===== config.mk =====
export PLATFORM = sky130hd
export DESIGN_NAME = fetch_queue
export DESIGN_NICKNAME = d
export VERILOG_FILES = /design/src/rtl/fetch_queue.sv
export SDC_FILE = /design/constraint.sdc
export NUM_CORES = 1
export LEC_CHECK = 0
export ABC_AREA = 0
export BUFFER_PORTS_ARGS = -buffer_cell sky130_fd_sc_hd__buf_2
export CAP_MARGIN = 0
export CORE_MARGIN = 8
export CORE_UTILIZATION = 45
export DETAILED_ROUTE_END_ITERATION = 8
export HOLD_SLACK_MARGIN = 0.05
export PLACE_DENSITY_LB_ADDON = 0.12
export SYNTH_ARGS = -nofsm -noshare
export SYNTH_HDL_FRONTEND = slang
export SYNTH_SLANG_ARGS = --single-unit

===== constraint.sdc =====
create_clock -name clk -period 6.2 [get_ports clk]
set_input_delay 1.24 -clock clk [delete_from_list [all_inputs] [get_ports clk]]
set_output_delay 1.24 -clock clk [all_outputs]
set_load 0.02 [all_outputs]

===== src/rtl/fetch_queue.sv =====
// Instruction fetch front-end: issues ROM reads, buffers returned words with
// their PCs in a small FIFO and hands them to decode over valid/ready.
module fetch_queue #(
    parameter int unsigned    A        = 16,
    parameter int unsigned    W        = 9,
    parameter int unsigned    DEPTH    = 4,
    parameter logic [A-1:0]   RESET_PC = '0
) (
    input  logic         clk,
    input  logic         reset_n,
    input  logic         start,
    input  logic [A-1:0] start_addr,
    input  logic         redirect,
    input  logic [A-1:0] redirect_addr,
    input  logic         halt,
    output logic         imem_req,
    output logic [A-1:0] imem_addr,
    input  logic [W-1:0] imem_data,
    output logic [W-1:0] inst,
    output logic [A-1:0] inst_pc,
    output logic         inst_valid,
    input  logic         inst_ready,
    output logic         idle
);

    localparam int unsigned PW = (DEPTH > 1) ? $clog2(DEPTH) : 1;
    localparam int unsigned CW = PW + 1;

    typedef enum logic [1:0] {
        S_IDLE,
        S_RUN,
        S_HALTED
    } state_t;

    state_t         state_q, state_d;
    logic [A-1:0]   fetch_pc_q;
    logic [A-1:0]   req_pc_q;
    logic           inflight_q;
    logic           kill_q;
    logic [CW-1:0]  count_q;
    logic [PW-1:0]  rd_ptr_q, wr_ptr_q;

    logic [W-1:0]   inst_mem [DEPTH];
    logic [A-1:0]   pc_mem   [DEPTH];

    logic           flush;
    logic [A-1:0]   new_pc;
    logic           req;
    logic           credit_ok;
    logic           push;
    logic           pop;

    // Outstanding request counts against capacity; a same-cycle pop does not.
    assign credit_ok = (count_q + CW'(inflight_q)) < CW'(DEPTH);

    // Next-state, flush and request decode; start > redirect > halt > fetch.
    always_comb begin
        state_d = state_q;
        flush   = 1'b0;
        new_pc  = fetch_pc_q;
        req     = 1'b0;
        case (state_q)
            S_IDLE: begin
                if (start) begin
                    state_d = S_RUN;
                    flush   = 1'b1;
                    new_pc  = start_addr;
                end
            end
            S_RUN: begin
                if (start) begin
                    flush  = 1'b1;
                    new_pc = start_addr;
                end else if (redirect) begin
                    flush  = 1'b1;
                    new_pc = redirect_addr;
                end else if (halt) begin
                    state_d = S_HALTED;
                end else begin
                    req = credit_ok;
                end
            end
            S_HALTED: begin
                if (start) begin
                    state_d = S_RUN;
                    flush   = 1'b1;
                    new_pc  = start_addr;
                end else begin
                    if (redirect) begin
                        flush  = 1'b1;
                        new_pc = redirect_addr;
                    end
                    if (!halt) begin
                        state_d = S_RUN;
                    end
                end
            end
            default: state_d = S_IDLE;
        endcase
    end

    assign push       = inflight_q & ~kill_q & ~flush;
    assign pop        = (count_q != '0) & inst_ready;

    assign imem_req   = req;
    assign imem_addr  = fetch_pc_q;
    assign inst       = inst_mem[rd_ptr_q];
    assign inst_pc    = pc_mem[rd_ptr_q];
    assign inst_valid = (count_q != '0);
    assign idle       = (state_q != S_RUN) && (count_q == '0);

    always_ff @(posedge clk or negedge reset_n) begin
        if (!reset_n) begin
            state_q <= S_IDLE;
        end else begin
            state_q <= state_d;
        end
    end

    // Fetch PC, in-flight tracking and queue bookkeeping.
    always_ff @(posedge clk or negedge reset_n) begin
        if (!reset_n) begin
            fetch_pc_q <= RESET_PC;
            req_pc_q   <= RESET_PC;
            inflight_q <= 1'b0;
            kill_q     <= 1'b0;
            count_q    <= '0;
            rd_ptr_q   <= '0;
            wr_ptr_q   <= '0;
        end else if (flush) begin
            fetch_pc_q <= new_pc;
            inflight_q <= 1'b0;
            kill_q     <= inflight_q;
            count_q    <= '0;
            rd_ptr_q   <= '0;
            wr_ptr_q   <= '0;
        end else begin
            kill_q <= 1'b0;
            if (req) begin
                fetch_pc_q <= fetch_pc_q + A'(1);
                req_pc_q   <= fetch_pc_q;
                inflight_q <= 1'b1;
            end else begin
                inflight_q <= 1'b0;
            end
            if (push) begin
                wr_ptr_q <= wr_ptr_q + PW'(1);
            end
            if (pop) begin
                rd_ptr_q <= rd_ptr_q + PW'(1);
            end
            case ({push, pop})
                2'b10:   count_q <= count_q + CW'(1);
                2'b01:   count_q <= count_q - CW'(1);
                default: count_q <= count_q;
            endcase
        end
    end

    // Queue storage needs no reset: entries are only read while counted valid.
    always_ff @(posedge clk) begin
        if (push) begin
            inst_mem[wr_ptr_q] <= imem_data;
            pc_mem[wr_ptr_q]   <= req_pc_q;
        end
    end

    a_no_overflow: assert property (@(posedge clk) disable iff (!reset_n)
        !(push && (count_q == CW'(DEPTH))));

endmodule


# Word level (Yosys, flattened, before mapping)
# Memories as Yosys holds them, arrays and structs flattened.
# Index checks and enable logic that the tools add are counted.
# op_classes
n_addsub	6
multipliers	0
div_mod_pow	0
n_lt_le_gt_ge	1
n_eq_ne	13
shifts	0
n_mux	32
n_bitwise	5
n_reduce_logical	12
# op_table
op	n
$mux W16	5
$pmux W16 S2	1
$mux W2	10
$add A16 B1 Y16 const B	1
$mux W1	12
$ne A2 B2 Y1 const B	4
$ne A3 B3 Y1 const B	2
$pmux W2 S3	1
$pmux W3 S2	1
$reduce_bool A2 Y1	3
$reduce_bool A3 Y1	2
$reduce_and A5 Y1	1
$add A2 B1 Y2 const B	2
$eq A2 B1 Y1 const B	2
$eq A2 B2 Y1 const B	2
$ne A4 B4 Y1 const B	1
$reduce_and A4 Y1	1
$add A3 B1 Y3	1
$add A3 B1 Y3 const B	1
$and A1 B1 Y1	3
$logic_not A3 Y1	1
$lt A3 B3 Y1 const B	1
$mux W3	1
$ne A3 B2 Y1 const B	1
8 further kinds	9
# word_totals
regBits	43
latch_bits	0
mem_bits_rw	100
romBits	0
in_bits	47
output_inout_bits	44
elab_cells	79
n_memories	2
# memory_table
name	words	word_bits	rd	rd_ports_with_merged_regs	wr	line	source
pc_mem	4	16	1	0	1	44	logic [A-1:0] pc_mem [DEPTH];
inst_mem	4	9	1	0	1	43	logic [W-1:0] inst_mem [DEPTH];

# Longest topological paths before layout
# Gate-level depths: netlist of run 1.
# logic_depth
word_depth	8
ltp_mapped	11
mapped_depth_nobuf	10

# Least setup slack after synthesis of run 1
# OpenSTA, ideal clock, no wires.
# synth_path
kind	input port to output port
from	input redirect
to	output imem_req
t_arrival_ns	2.085
slack_ns	2.875
path_stages	4
path_buffers	1
path_cell_list	nor4b_4 > nand3_2 > clkinv_1 > buf_2
# synth_via
elab_chain_len	3
# synth_rtl
element	line	source
from (decl)	13	input logic redirect,
$mux W1	74	end else if (redirect) begin
$mux W1	71	if (start) begin
$mux W1	62	case (state_q)
to (decl)	16	output logic imem_req,
# No other way between the ends.

# Worst setup path in the final report of run 1
# layout_path
from	input start
to	output imem_req
# layout_via
elab_chain_len	2
# layout_rtl
element	line	source
from (decl)	11	input logic start,
$mux W1	71	
$mux W1	62	
# No other way between the ends.

==> metrics.txt, run 1 <==
FP Rows 42; Via density 5.27; Multi-input gate area 1880 um2; Worst Hold Class flip-flop to flip-flop; Post-CTS Setup Bufs 0; cells after synthesis 420; CTS H-tree depth 4; EDFF count, synth 100; slowest CP cell nand3_2; Gate power share 29.7%; PwrDens 471 nW/um2; final setup violation count 0; Post-DRT Antenna Nets 0; critical path peak fanout 21; P_sw 1.18 mW; element type at the critical path end primary output; layout cells sized above 1 30.9%; clock skew 6.57 ps; Seq/Total Area, Yosys 66.6%; Tightest Pin Transition 948 ps; hold buffer count at CTS 0; Max Root-Sink Buffers 2; pre-CTS WS 2090 ps; fin crit period 4080 ps; Clock Power Share 29.6%; Ant. Diodes 0; initial antenna violation count 0; drt drc 0; post-synth cell types 56; Starting Density 46.2%; drt first pass iters 4; final hold vios 0; RSZ-0062 raised after global routing no; Required @ worst endpoint 4960 ps; gr usage total 14.8%; clk sinks 143; GRT Residual Overflow 0; post-CTS resize count 0; port bufs 90; Mapped Area 6120 um2; first-pass GRT wire length 20.2 mm; Root Buffer clkbuf_16; vias in the first global route 3,905; most frequent CP cell buf_2; number of nets in the layout 571; Setup TNS 0 ps; ys async rst share 30.1%; Sw Ratio 34.1%; RePlAce Congestion 0.781; Num CTS Buffers 17; Peak VDD IR 0.339 mV; die width 133 um; top cell type by total area after synthesis edfxtp_1; status complete, no violations; post-place instance area 6720 um2; Final WS setup 2120 ps; headroom to the max-slew limit 36.8%; largest net degree at the start of global routing 44; Die Ht 133 um; LEAKAGE 2.86 nW; Achievable Freq 245 MHz; hold_ws 506 ps; Core ar. 13,200 um2; final wirelength 12.4 mm; top cells by area, synth edfxtp_1, dfrtp_1, mux4_2; WP data arrival 2840 ps; share of the synthesized area in the top cell type 49.0%; part of the power in registers 40.6%; post-DP HPWL 8.24 mm; worst path cell trace buf_2 -> nor4b_4 -> nand3_2 -> clkinv_1 -> buf_2; commonest cells after routing, fill and taps aside edfxtp_1, buf_2, nand2_1, dfrtp_1; top_reg_cell synth edfxtp_1; Clock transition at path regs 60 ps; WL per Instance 17.6 um; area grow syn2layout 19.6%; commonest non-fill, non-tap cell in the layout edfxtp_1; crit-path max cell delay 410 ps; final instance area 7320 um2; portion of the clock cycle consumed by the worst path in the final layout 65.8%; DR iter-0 viols 217; Ys Warns 0; Avg Inst Size Synth 14.6 um2; vias 3,705; crit path launch type input pin; max-slew violations 0; max_cap viols 0; num ports 91; kind of critical path input pin to primary output; Internal 2.28 mW; register area 4080 um2; Fill cells 1,123; Seq cells post-synth 143; Net Count, Synth 477; CTS tree built; Worst-Skew Late Latency 410 ps; die area 17,600 um2
path summary, 6_finish.rpt:
kind                                      end  slack [ps]        from  depth (start not counted)
min in group asynchronous       imem_addr[10]         890     reset_n                          2
worst max-delay path                 imem_req        2120       start                          5
worst min-delay path                   kill_q         510  inflight_q                          1
max in group asynchronous         rd_ptr_q[0]        4890     reset_n                          2
worst min register to register         kill_q         510  inflight_q                          1
worst max register to register     count_q[2]        3130  state_q[0]                         10
worst max-delay path, delay by kind of cell:
| kind | cells | cell delay [ps] |
|---|---|---|
| and+or+nand+nor | 2 | 800 |
| buffers and inverters | 3 | 800 |
cell usage after synthesis, types with 2 or more instances:
| master | count |
|---|---|
| a21oi_1 | 15 |
| a31oi_1 | 5 |
| a32o_1 | 3 |
| a32oi_1 | 2 |
| and3_1 | 6 |
| buf_2 | 9 |
| buf_4 | 5 |
| buf_6 | 2 |
| clkbuf_1 | 4 |
| dfrtp_1 | 43 |
| edfxtp_1 | 100 |
| ha_1 | 9 |
| inv_1 | 9 |
| mux2i_1 | 6 |
| mux4_2 | 25 |
| nand2_1 | 78 |
| nand2b_1 | 2 |
| nand3_1 | 11 |
| nand4_1 | 4 |
| nor2_1 | 25 |
| nor2b_1 | 3 |
| o21ai_0 | 8 |
| o21ai_1 | 2 |
| o22a_1 | 6 |
| o22ai_1 | 2 |
| or3_1 | 2 |
| xnor2_1 | 4 |
| xor2_1 | 2 |
state kept, by name (all words and copies together), names as in the netlist:
register	count
wr_ptr_q	2
rd_ptr_q	2
state_q	2
pc_mem	64
inst_mem	36
req_pc_q	16
imem_addr	16
count_q	3
kill_q	1
inflight_q	1
per-stage QoR:
step | power (mW) | util (%) | cells
2_1_floorplan | 2.16 | - | 420
3_3_place_gp | 2.43 | 50.7 | 671
3_5_place_dp | 2.46 | 50.7 | 671
4_1_cts | 3.49 | 55.3 | 703
5_1_grt | 3.66 | 55.3 | 703
6_report | 3.45 | 55.3 | 703
power groups by stage:
stage	Clock (mW)	Sequential [mW]	Combinational (mW)
final	1.02	1.40	1.03
after global routing	1.09	1.43	1.13
after CTS	1.05	1.40	1.04
after detailed placement	0	1.42	1.03
after global placement	0	1.41	1.02
after floorplan	0	1.39	0.768
area by class of cell:
type                    instances  area share (%)
multi-input cells             246            25.7
flip-flops and latches        143            55.7
well taps                     176            3.01
clock buffers                  21            6.42
clock inverters                11            1.88
inverters                      10           0.512
repair buffers                 96            6.76
logic make-up after synthesis:
logic type	Yosys count	share of synthesized area, %
multiplexers	32	10.4
adder cells (fa/ha/maj)	10	2.17
buffers and inverters	31	2.64
XOR/XNOR	6	0.858
AND/OR/NAND/NOR	138	10.1
flip-flops	143	66.6
AO/OA/AOI/OAI	60	7.27
per-layer routing:
layer,routed length (um),track usage (%),up-vias
li1,-,-,1771
met1,5600,18.3,1798
met2,5800,23.0,118
met3,796,5.49,18
met4,181,5.87,0
met5,0,0,-
No activity file was read; power rests on OpenSTA's default activity.
==> inputs of run 2 (changes only) <==
==> constraint.sdc (replaced) <==
create_clock -name clk -period 4.17 [get_ports clk]
set_input_delay 0.834 -clock clk [delete_from_list [all_inputs] [get_ports clk]]
set_output_delay 0.834 -clock clk [all_outputs]
set_load 0.02 [all_outputs]
==> run 2 against run 1 <==
  * Combinational power increased by 49%
  * Final area shrank 0.19%
  * Core utilization fell by 0.10 points
  * Sequential cell count is the same
  * Critical path depth shrank 3
  * First-iteration DRC count shrank 1.4%
  * Register-to-register slack got worse by 1700 ps
  * Clock skew increased by 2.3 ps
  * Clock power is 43% higher
  * Total power is 47% higher
  * Critical endpoint is now inst_pc[4]
==> metrics.txt, run 2 (synthesis results as in run 1) <==
number of nets in the layout 573; post-CTS resize count 0; Setup TNS 0 ps; FP Rows 42; Starting Density 46.2%; status complete, no violations; num ports 91; post-DP HPWL 8.16 mm; element type at the critical path end primary output; layout cells sized above 1 30.2%; max reg flops 64; RSZ-0062 raised after global routing no; GRT Residual Overflow 0; RePlAce Congestion 0.816; kind of critical path flip-flop to primary output; gr usage total 14.7%; LEAKAGE 2.85 nW; Achievable Freq 330 MHz; PwrDens 694 nW/um2; clk sinks 143; WL per Instance 17.4 um; final wirelength 12.3 mm; Worst-Skew Late Latency 410 ps; Via density 5.27; fin crit period 3030 ps; area grow syn2layout 19.4%; commonest non-fill, non-tap cell in the layout edfxtp_1; max-slew violations 0; Post-CTS Setup Bufs 0; hold buffer count at CTS 0; WP data arrival 2190 ps; final hold vios 0; die area 17,600 um2; post-place instance area 6730 um2; Fill cells 1,119; crit path launch type flip-flop; headroom to the max-slew limit 36.8%; die width 133 um; Post-DRT Antenna Nets 0; Die Ht 133 um; CTS H-tree depth 4; commonest cells after routing, fill and taps aside edfxtp_1, buf_2, nand2_1, dfrtp_1; Num CTS Buffers 17; port bufs 90; Top reg by flops pc_mem; drt first pass iters 4; critical path peak fanout 27; portion of the clock cycle consumed by the worst path in the final layout 72.6%; Peak VDD IR 0.454 mV; final setup violation count 0; first-pass GRT wire length 20.5 mm; vias in the first global route 4,018; Worst Hold Class flip-flop to flip-flop; largest registers pc_mem x64, inst_mem x36; Max Root-Sink Buffers 2; Core ar. 13,200 um2; CTS tree built; vias 3,718; Root Buffer clkbuf_16; largest net degree at the start of global routing 44; DR iter-0 viols 214; Ant. Diodes 0; Power Total 5.08 mW; final instance area 7310 um2; drt drc 0; initial antenna violation count 0; Tightest Pin Transition 948 ps; Clock transition at path regs 60 ps; clock skew 8.84 ps; max_cap viols 0; Required @ worst endpoint 3340 ps
[run 2: cell count changes in the layout (fill, tap and decap cells not counted), sizes merged]
cell and delta:
clkinv +2, buf +2, clkbuf -2
[run 2: cell type report]
class                           instances  area [um2]  share of cell area, %
Sequential cell                       143        4080                   55.8
Multi-Input combinational cell        246        1880                   25.8
Timing Repair Buffer                   98         510                   6.98
Clock buffer                           19         433                   5.92
Tap cell                              176         220                   3.01
Clock inverter                         13         146                   2.00
Inverter                               10        37.5                  0.513
[run 2: worst max-delay path, cell delays in order (launching register included)]
cell and delay, ps:
dfrtp_2 950, mux4_2 630, buf_2 180
[run 2: routing by layer]
| metal | GRT usage (%) | wire length [um] | vias up |
|---|---|---|---|
| li1 | - | - | 1773 |
| met1 | 18.4 | 5590 | 1811 |
| met2 | 23.2 | 5690 | 122 |
| met3 | 5.49 | 831 | 12 |
| met4 | 4.92 | 144 | 0 |
| met5 | 0 | 0 | - |
[run 2: final timing paths]
kind | from | to | slack, ps | cells past startpoint
min reg2reg | inflight_q | kill_q | 500 | 1
min | inflight_q | kill_q | 500 | 1
max | rd_ptr_q[0] | inst_pc[4] | 1140 | 2
max reg2reg | state_q[0] | count_q[2] | 1410 | 11
max in group asynchronous | reset_n | rd_ptr_q[0] | 2940 | 1
min in group asynchronous | reset_n | imem_addr[7] | 570 | 1
[run 2: power by group]
part / switching [mW] / leakage [nW] / internal [mW]
combinational: 0.919 / 1.14 / 0.610
sequential: 0.282 / 1.43 / 1.80
clock: 0.536 / 0.275 / 0.929
total: 1.74 / 2.85 / 3.34
[run 2: metrics by stage]
| step | worst slack, ps | utilization [%] | hold WS (ps) | instances |
|---|---|---|---|---|
| after global routing | 977 | 55.2 | 536 | 705 |
| after global placement | 1420 | 50.8 | 494 | 673 |
| after CTS | 1050 | 55.2 | 516 | 705 |
| after floorplan | 1580 | - | 469 | 420 |
| after detailed placement | 1390 | 50.8 | 507 | 673 |
| final | 1140 | 55.2 | 504 | 705 |
